===== config.mk =====
export PLATFORM = sky130hd
export DESIGN_NAME = seq_stage_ctrl
export DESIGN_NICKNAME = d
export VERILOG_FILES = /design/src/rtl/y86_pkg.sv /design/src/rtl/next_pc_sel.sv /design/src/rtl/seq_stage_ctrl.sv
export SDC_FILE = /design/constraint.sdc
export NUM_CORES = 1
export LEC_CHECK = 0
export CAP_MARGIN = 5
export CORE_UTILIZATION = 47
export DETAILED_ROUTE_END_ITERATION = 10
export PLACE_DENSITY = 0.88
export REMOVE_ABC_BUFFERS = 1
export SLEW_MARGIN = 20
export SYNTH_ARGS = -nofsm -noshare
export SYNTH_HDL_FRONTEND = slang
export SYNTH_SLANG_ARGS = --single-unit

===== constraint.sdc =====
create_clock -name clk -period 5.1 [get_ports clk]
set_input_delay 0.51 -clock clk [delete_from_list [all_inputs] [get_ports clk]]
set_output_delay 0.51 -clock clk [all_outputs]
set_load 0.01 [all_outputs]

===== src/rtl/y86_pkg.sv =====
// Shared Y86-64 definitions for the SEQ sequencer: instruction codes, status
// codes, stage states and the data-memory usage predicate.
package y86_pkg;

    localparam logic [3:0] I_HALT  = 4'h0;
    localparam logic [3:0] I_NOP   = 4'h1;
    localparam logic [3:0] I_CMOV  = 4'h2;
    localparam logic [3:0] I_IRMOV = 4'h3;
    localparam logic [3:0] I_RMMOV = 4'h4;
    localparam logic [3:0] I_MRMOV = 4'h5;
    localparam logic [3:0] I_OP    = 4'h6;
    localparam logic [3:0] I_JXX   = 4'h7;
    localparam logic [3:0] I_CALL  = 4'h8;
    localparam logic [3:0] I_RET   = 4'h9;
    localparam logic [3:0] I_PUSH  = 4'hA;
    localparam logic [3:0] I_POP   = 4'hB;

    typedef enum logic [2:0] {
        STAT_AOK = 3'd1,
        STAT_HLT = 3'd2,
        STAT_ADR = 3'd3,
        STAT_INS = 3'd4
    } stat_t;

    typedef enum logic [2:0] {
        S_FETCH,
        S_DECODE,
        S_EXECUTE,
        S_MEMORY,
        S_WRITEBACK,
        S_PCUPD,
        S_HALTED
    } stage_t;

    // Instructions that touch data memory and so must wait for mem_ack.
    function automatic logic uses_dmem(input logic [3:0] icode);
        case (icode)
            I_RMMOV, I_MRMOV, I_CALL, I_RET, I_PUSH, I_POP: uses_dmem = 1'b1;
            default:                                        uses_dmem = 1'b0;
        endcase
    endfunction

endpackage


===== src/rtl/next_pc_sel.sv =====
// Next-PC selection for the SEQ datapath: call target, return address,
// conditional branch target or fall-through.
module next_pc_sel
    import y86_pkg::*;
(
    input  logic [3:0]  icode,
    input  logic        cnd,
    input  logic [63:0] valC,
    input  logic [63:0] valM,
    input  logic [63:0] valP,
    output logic [63:0] next_pc
);

    always_comb begin
        next_pc = valP;
        case (icode)
            I_CALL:  next_pc = valC;
            I_RET:   next_pc = valM;
            I_JXX:   next_pc = cnd ? valC : valP;
            default: next_pc = valP;
        endcase
    end

endmodule


===== src/rtl/seq_stage_ctrl.sv =====
// Multi-cycle Y86-64 SEQ sequencer: steps each instruction through six stages,
// owns the PC and status, and bounds the wait on instruction/data memory.
module seq_stage_ctrl
    import y86_pkg::*;
#(
    parameter logic [63:0] PC_RESET = 64'h0,
    parameter int unsigned MAX_WAIT = 16
) (
    input  logic        clk,
    input  logic        rst,
    input  logic [3:0]  icode,
    input  logic        cnd,
    input  logic [63:0] valC,
    input  logic [63:0] valM,
    input  logic [63:0] valP,
    input  logic        instr_valid,
    input  logic        imem_ack,
    input  logic        imem_error,
    input  logic        mem_ack,
    input  logic        dmem_error,
    output logic [63:0] PC,
    output logic        f_en,
    output logic        d_en,
    output logic        e_en,
    output logic        m_en,
    output logic        w_en,
    output logic [2:0]  stat,
    output logic        halted,
    output logic [63:0] instr_count
);

    stage_t      state, state_next;
    stat_t       stat_q, stat_next;
    logic [31:0] wait_cnt;
    logic [63:0] next_pc;
    logic        timeout;

    next_pc_sel u_next_pc_sel (
        .icode   (icode),
        .cnd     (cnd),
        .valC    (valC),
        .valM    (valM),
        .valP    (valP),
        .next_pc (next_pc)
    );

    // This is the last permitted waiting cycle; an ack arriving now still wins.
    assign timeout = (MAX_WAIT != 0) && (wait_cnt == MAX_WAIT - 1);

    always_ff @(posedge clk) begin
        if (rst) begin
            state       <= S_FETCH;
            stat_q      <= STAT_AOK;
            PC          <= PC_RESET;
            instr_count <= '0;
            wait_cnt    <= '0;
        end else begin
            state  <= state_next;
            stat_q <= stat_next;
            if (state == S_PCUPD) begin
                PC          <= next_pc;
                instr_count <= instr_count + 64'd1;
            end
            if (state_next != state)
                wait_cnt <= '0;
            else if (state == S_FETCH || state == S_MEMORY)
                wait_cnt <= wait_cnt + 32'd1;
        end
    end

    always_comb begin
        state_next = state;
        stat_next  = stat_q;
        case (state)
            S_FETCH: begin
                if (imem_ack) begin
                    if (imem_error) begin
                        stat_next  = STAT_ADR;
                        state_next = S_HALTED;
                    end else if (!instr_valid) begin
                        stat_next  = STAT_INS;
                        state_next = S_HALTED;
                    end else if (icode == I_HALT) begin
                        stat_next  = STAT_HLT;
                        state_next = S_HALTED;
                    end else begin
                        state_next = S_DECODE;
                    end
                end else if (timeout) begin
                    stat_next  = STAT_ADR;
                    state_next = S_HALTED;
                end
            end
            S_DECODE:  state_next = S_EXECUTE;
            S_EXECUTE: state_next = S_MEMORY;
            S_MEMORY: begin
                if (!uses_dmem(icode)) begin
                    state_next = S_WRITEBACK;
                end else if (mem_ack) begin
                    if (dmem_error) begin
                        stat_next  = STAT_ADR;
                        state_next = S_HALTED;
                    end else begin
                        state_next = S_WRITEBACK;
                    end
                end else if (timeout) begin
                    stat_next  = STAT_ADR;
                    state_next = S_HALTED;
                end
            end
            S_WRITEBACK: state_next = S_PCUPD;
            S_PCUPD:     state_next = S_FETCH;
            S_HALTED:    state_next = S_HALTED;
            default:     state_next = S_FETCH;
        endcase
    end

    always_comb begin
        f_en   = (state == S_FETCH);
        d_en   = (state == S_DECODE);
        e_en   = (state == S_EXECUTE);
        m_en   = (state == S_MEMORY);
        w_en   = (state == S_WRITEBACK);
        halted = (state == S_HALTED);
    end

    assign stat = stat_q;

endmodule


* After elaboration in Yosys (flattened, before gate mapping)
Cells that the tools add are included.
** Cells by class
- Reduce and logical (&&, ||, !) cells :: 7
- $add $sub $neg :: 2
- Equal/unequal tests :: 18
- Muxes and demuxes :: 22
** Operators by type and width (number)
- one-hot mux 64 bit (3 select lines) :: 1
- adder 64 x 1 -> 64 bit, second input constant :: 1
- two-way mux 64 bit :: 1
- two-way mux 3 bit :: 15
- adder 32 x 1 -> 32 bit, second input constant :: 1
- equality test 32 x 4 -> 1 bit, second input constant :: 1
- one-hot mux 3 bit (6 select lines) :: 1
- equality test 4 bit, second input constant :: 4
- equality test 4 x 3 -> 1 bit, second input constant :: 3
- equality test 3 bit, second input constant :: 3
- equality test 3 x 2 -> 1 bit, second input constant :: 2
- one-hot mux 3 bit (2 select lines) :: 1
- OR reduction 6 bit :: 1
- != test 5 x 4 -> 1 bit, second input constant :: 1
- zero test 4 bit :: 1
- AND reduction 4 bit :: 1
- equality test 3 x 1 -> 1 bit, second input constant :: 1
- zero test 3 bit :: 1
- != test 3 bit :: 1
- != test 3 bit, second input constant :: 1
- two-way mux 1 bit :: 2
- two-way mux 2 bit :: 1
- != test 2 x 1 -> 1 bit, second input constant :: 1
- nonzero test 2 bit :: 1
- 2 further kinds :: 2
** Storage, ports and cells
- Output and inout bits :: 137
- Register bits after elaboration :: 166
- Input bits :: 204
- Logic and storage cells :: 54

* Longest topological paths before layout
- Word-level depth :: 8
- Depth in mapped cells :: 8
- Gate-level depth less buffers :: 6

* Modules after synthesis
A second synthesis with hierarchy kept.
** Unflattened totals
- Cells, all modules :: 1192
- Area total of the unflattened synthesis :: 9795.6 sq um
** Modules (own cells, without submodules)
- seq_stage_ctrl :: instances 1, cells an instance 882, area an instance 7190.6 sq um, sequential area each 3323.2 sq um
- next_pc_sel :: instances 1, cells an instance 310, area an instance 2605.0 sq um, sequential area each 0.0 sq um

* Least setup slack after synthesis
No wires, ideal clock.
- Kind :: reg2reg
- Start point :: register instr_count[0]
- End point :: register instr_count[54]
- Stages on the path, launching flop included :: 8
- Required time :: 5.029 ns
- Data arrival time :: 1.924 ns
- Path slack :: 3.105 ns
- Setup time :: 0.071 ns
- Path buffers :: 1
- Cell sequence :: dfxtp_1 > ha_1 > nand2_1 > nor3_4 > nand4_1 > buf_2 > or4_1 > a21oi_1
** Between the ends
- Longest elaborated chain between the ends :: 1
** Ends and longest elaborated chain
- start, declared :: line seq_stage_ctrl.sv:29 : output logic [63:0] instr_count
- start signal, assigned :: line seq_stage_ctrl.sv:62 : instr_count <= instr_count + 64'd1;
- adder 64 x 1 -> 64 bit :: line seq_stage_ctrl.sv:62
Every way passes these cells.
A chain may end at the register's enable or synchronous reset.

* Worst setup path in the final report
- Start point :: register state[2]
- End point :: register instr_count[54]
** Between the ends
- Longest elaborated chain between the ends :: 1
** Ends and longest elaborated chain
- start, declared :: line seq_stage_ctrl.sv:32 : stage_t state, state_next;
- start signal, assigned :: line seq_stage_ctrl.sv:58 : state <= state_next;
- equality test 3 bit :: line seq_stage_ctrl.sv:60 : if (state == S_PCUPD) begin
Every way passes these cells.

==> reports/metrics.csv <==
metric;value;unit
placed instance count;1478;
initial detailed-routing violation count;783;
cell area after technology mapping;0.00814;mm²
data arrival time of the worst path;3650;ps
critical path capture point type;flip-flop;
clock tree from TritonCTS;yes;
worst setup skew after layout;9.65;ps
GPL Wtd Cong;0.901;
Total Negative Setup Slacks;0;ps
total number of nets in the final design;1483;
critical path peak fanout;29;
worst slew margin relative to its limit;0.294;
TritonCTS Sinks;166;
number of enable flip-flop cells after synthesis;0;
area of the die;0.0179;mm²
sequential share of the synthesized area;0.408;
port buffer count;340;
minimum setup slack in the final design;1800;ps
final count of hold timing violations;0;
required time at the worst-slack endpoint;5450;ps
placement row count;47;
area share of the leading cell type in the synthesized netlist;0.408;
average wire length per cell after detail routing;21.1;µm
Initial DRT Pass Iterations;5;
CP top delay family;simple AND/OR/NAND/NOR gates;
via count;9262;
number of storage elements in the synthesis netlist;166;
Longest Clk Path Bufs;2;
via/cell ratio;6.12;
ys flop type;sky130_fd_sc_hd__dfxtp_1;
setup repair bufs after CTS;0;
Detailed Route WL;32.0;mm
pin count of the biggest net entering global routing;74;
wire length of the first global-routing pass;47.7;mm
Async S/R FF share, synth;0;
DIE HEIGHT;134;µm
Clock Root Buffer;sky130_fd_sc_hd__clkbuf_16;
cell count after synthesis;980;
worst min path class;flip-flop to flip-flop;
leakage power total;4.16;nW
critical path class;flip-flop to flip-flop;
cell types occupying the most area after synthesis;sky130_fd_sc_hd__dfxtp_1, sky130_fd_sc_hd__a221o_1, sky130_fd_sc_hd__a21oi_1;
dpl ws;1930;ps
critical path cell sequence;nand2b_4 -> nor3_4 -> nand4_1 -> or4_1 -> a21oi_1;
CP max stage delay;940;ps
slowest cell on the critical path;sky130_fd_sc_hd__nand4_1;
most instantiated library cell after synthesis;sky130_fd_sc_hd__dfxtp_1;
effective utilization at floorplan;0.486;
MaxCap Viol Count;0;
power density of the placed cells;298;mW/mm²
Max Slew Vio Count;0;
number of buffers and inverters on the critical path;0;
Tcrit/Tclk final;0.647;
Final Instance Count excl. Fillers;1513;
final critical path time including I/O delays and setup;3300;ps
fraction of layout cells with a size suffix above 1;0.0458;
transition time at the pin with the least slew margin;1060;ps
clock buffer count from CTS;17;
Congestion Overflow GR;0;
area of the core;0.0168;mm²
Avg Synthesized Cell Area;8.31;µm²
Peak Freq;303;MHz
number of H-tree branching levels;4;
global router's overall resource usage;0.352;
Yosys warning count;0;
list of most frequent post-synthesis cells;sky130_fd_sc_hd__dfxtp_1, sky130_fd_sc_hd__a21oi_1, sky130_fd_sc_hd__nor2_1;
final setup violating endpoints;0;
DRT antenna net count;0;
Worst setup SP type;flip-flop;
worst ir drop on vdd;254;µV
Synth-to-Final Area Change;51.1;%
width of the chip;134;µm
drt drc;0;
most area-hungry cell type in the Yosys netlist;sky130_fd_sc_hd__dfxtp_1;
Netlist cell types;55;
HPWL reported at the end of detailed placement;23.0;mm
run status;complete, no violations;
register clock-pin slew on the reported worst setup and hold paths;70;ps
setup repair after global routing missed its margin;no;
cts-stage hold buffer count;0;
number of I/O pins;341;
worst hold-check slack;484;ps
post-cts gate resize count;0;
antenna violations before repair;4;
latest clock arrival within the worst-skew pair;430;ps
vias in the first global route;8527;
-- state kept, by name, summed over array words and instances (netlist names) --
name	count
wait_cnt	32
state	3
PC	64
instr_count	64
stat	3
-- final timing paths --
kind                     end            start  cells past startpoint  slack, ps
min          instr_count[63]  instr_count[63]                      2        480
min reg2reg  instr_count[63]  instr_count[63]                      2        480
max reg2reg  instr_count[54]         state[2]                      5       1800
max          instr_count[54]         state[2]                      5       1800
-- final cells by class --
class	count	area, µm²
Multi-Input combinational cell	727	4480
Timing Repair Buffer	349	3470
Clock inverter	12	224
Fill cell	1303	4460
Clock buffer	19	453
Sequential cell	166	3320
Tap cell	220	275
Antenna cell	4	10.0
Inverter	16	60.1
-- cells in the final DEF (no fill, tap or decap), types with 4 or more instances in the layout --
cell                                n
sky130_fd_sc_hd__or4_1             24
sky130_fd_sc_hd__a21oi_1          110
sky130_fd_sc_hd__or3_1             21
sky130_fd_sc_hd__nand3b_1           4
sky130_fd_sc_hd__o21ai_0           29
sky130_fd_sc_hd__nor3_1            97
sky130_fd_sc_hd__o21a_1             4
sky130_fd_sc_hd__bufinv_16          6
sky130_fd_sc_hd__xnor2_1           17
sky130_fd_sc_hd__clkbuf_16         17
sky130_fd_sc_hd__nor4_1            13
sky130_fd_sc_hd__and3_1            10
sky130_fd_sc_hd__diode_2            4
sky130_fd_sc_hd__nand2_1           44
sky130_fd_sc_hd__a211oi_1          11
sky130_fd_sc_hd__dfxtp_1          166
sky130_fd_sc_hd__inv_1             15
sky130_fd_sc_hd__and4_1            11
sky130_fd_sc_hd__a221o_1           64
sky130_fd_sc_hd__o31ai_1           24
sky130_fd_sc_hd__buf_4             10
sky130_fd_sc_hd__nand4_1           35
sky130_fd_sc_hd__nand3_1           28
sky130_fd_sc_hd__nor2_1           106
sky130_fd_sc_hd__xor2_1            31
sky130_fd_sc_hd__clkdlybuf4s50_1  339
-- layer usage --
metal | GRT usage | up-vias | routed length, µm
li1 | - | 4291 | -
met1 | 0.437 | 4396 | 12300
met2 | 0.544 | 502 | 14600
met3 | 0.127 | 71 | 3880
met4 | 0.159 | 2 | 1140
met5 | 0 | - | 13
-- report_power, final --
group / switching, mW / leakage, nW / internal, mW
clock: 0.548 / 0.329 / 0.943
combinational: 0.369 / 2.49 / 0.381
sequential: 0.0647 / 1.34 / 1.36
-- worst reg2reg max path, cell delays in order (launching register included) --
cell and delay, ps:
sky130_fd_sc_hd__dfxtp_1 620, sky130_fd_sc_hd__nand2b_4 170, sky130_fd_sc_hd__nor3_4 490, sky130_fd_sc_hd__nand4_1 950, sky130_fd_sc_hd__or4_1 820, sky130_fd_sc_hd__a21oi_1 180
-- per-stage QoR --
step,power (mW),utilization,area (µm²)
floorplan,1.76,-,7840
global placement,2.18,0.693,11600
detailed placement,2.19,0.693,11600
CTS,3.66,0.733,12300
global route,3.78,0.733,12300
finish,3.67,0.734,12300
-- cells by family (layout without fill, tap and decap cells) --
family | count (synthesis) | count (layout) | synth area share
other | 0 | 4 | 0
buffers and inverters | 87 | 396 | 0.0440
AOI/OAI and AO/OA | 257 | 257 | 0.215
muxes | 1 | 1 | 0.00123
DFF | 166 | 166 | 0.408
xor gates and xnor gates | 48 | 48 | 0.0516
adders and majority gates | 2 | 2 | 0.00307
and+or+nand+nor | 419 | 419 | 0.277
(Power assumes the default switching activity.)
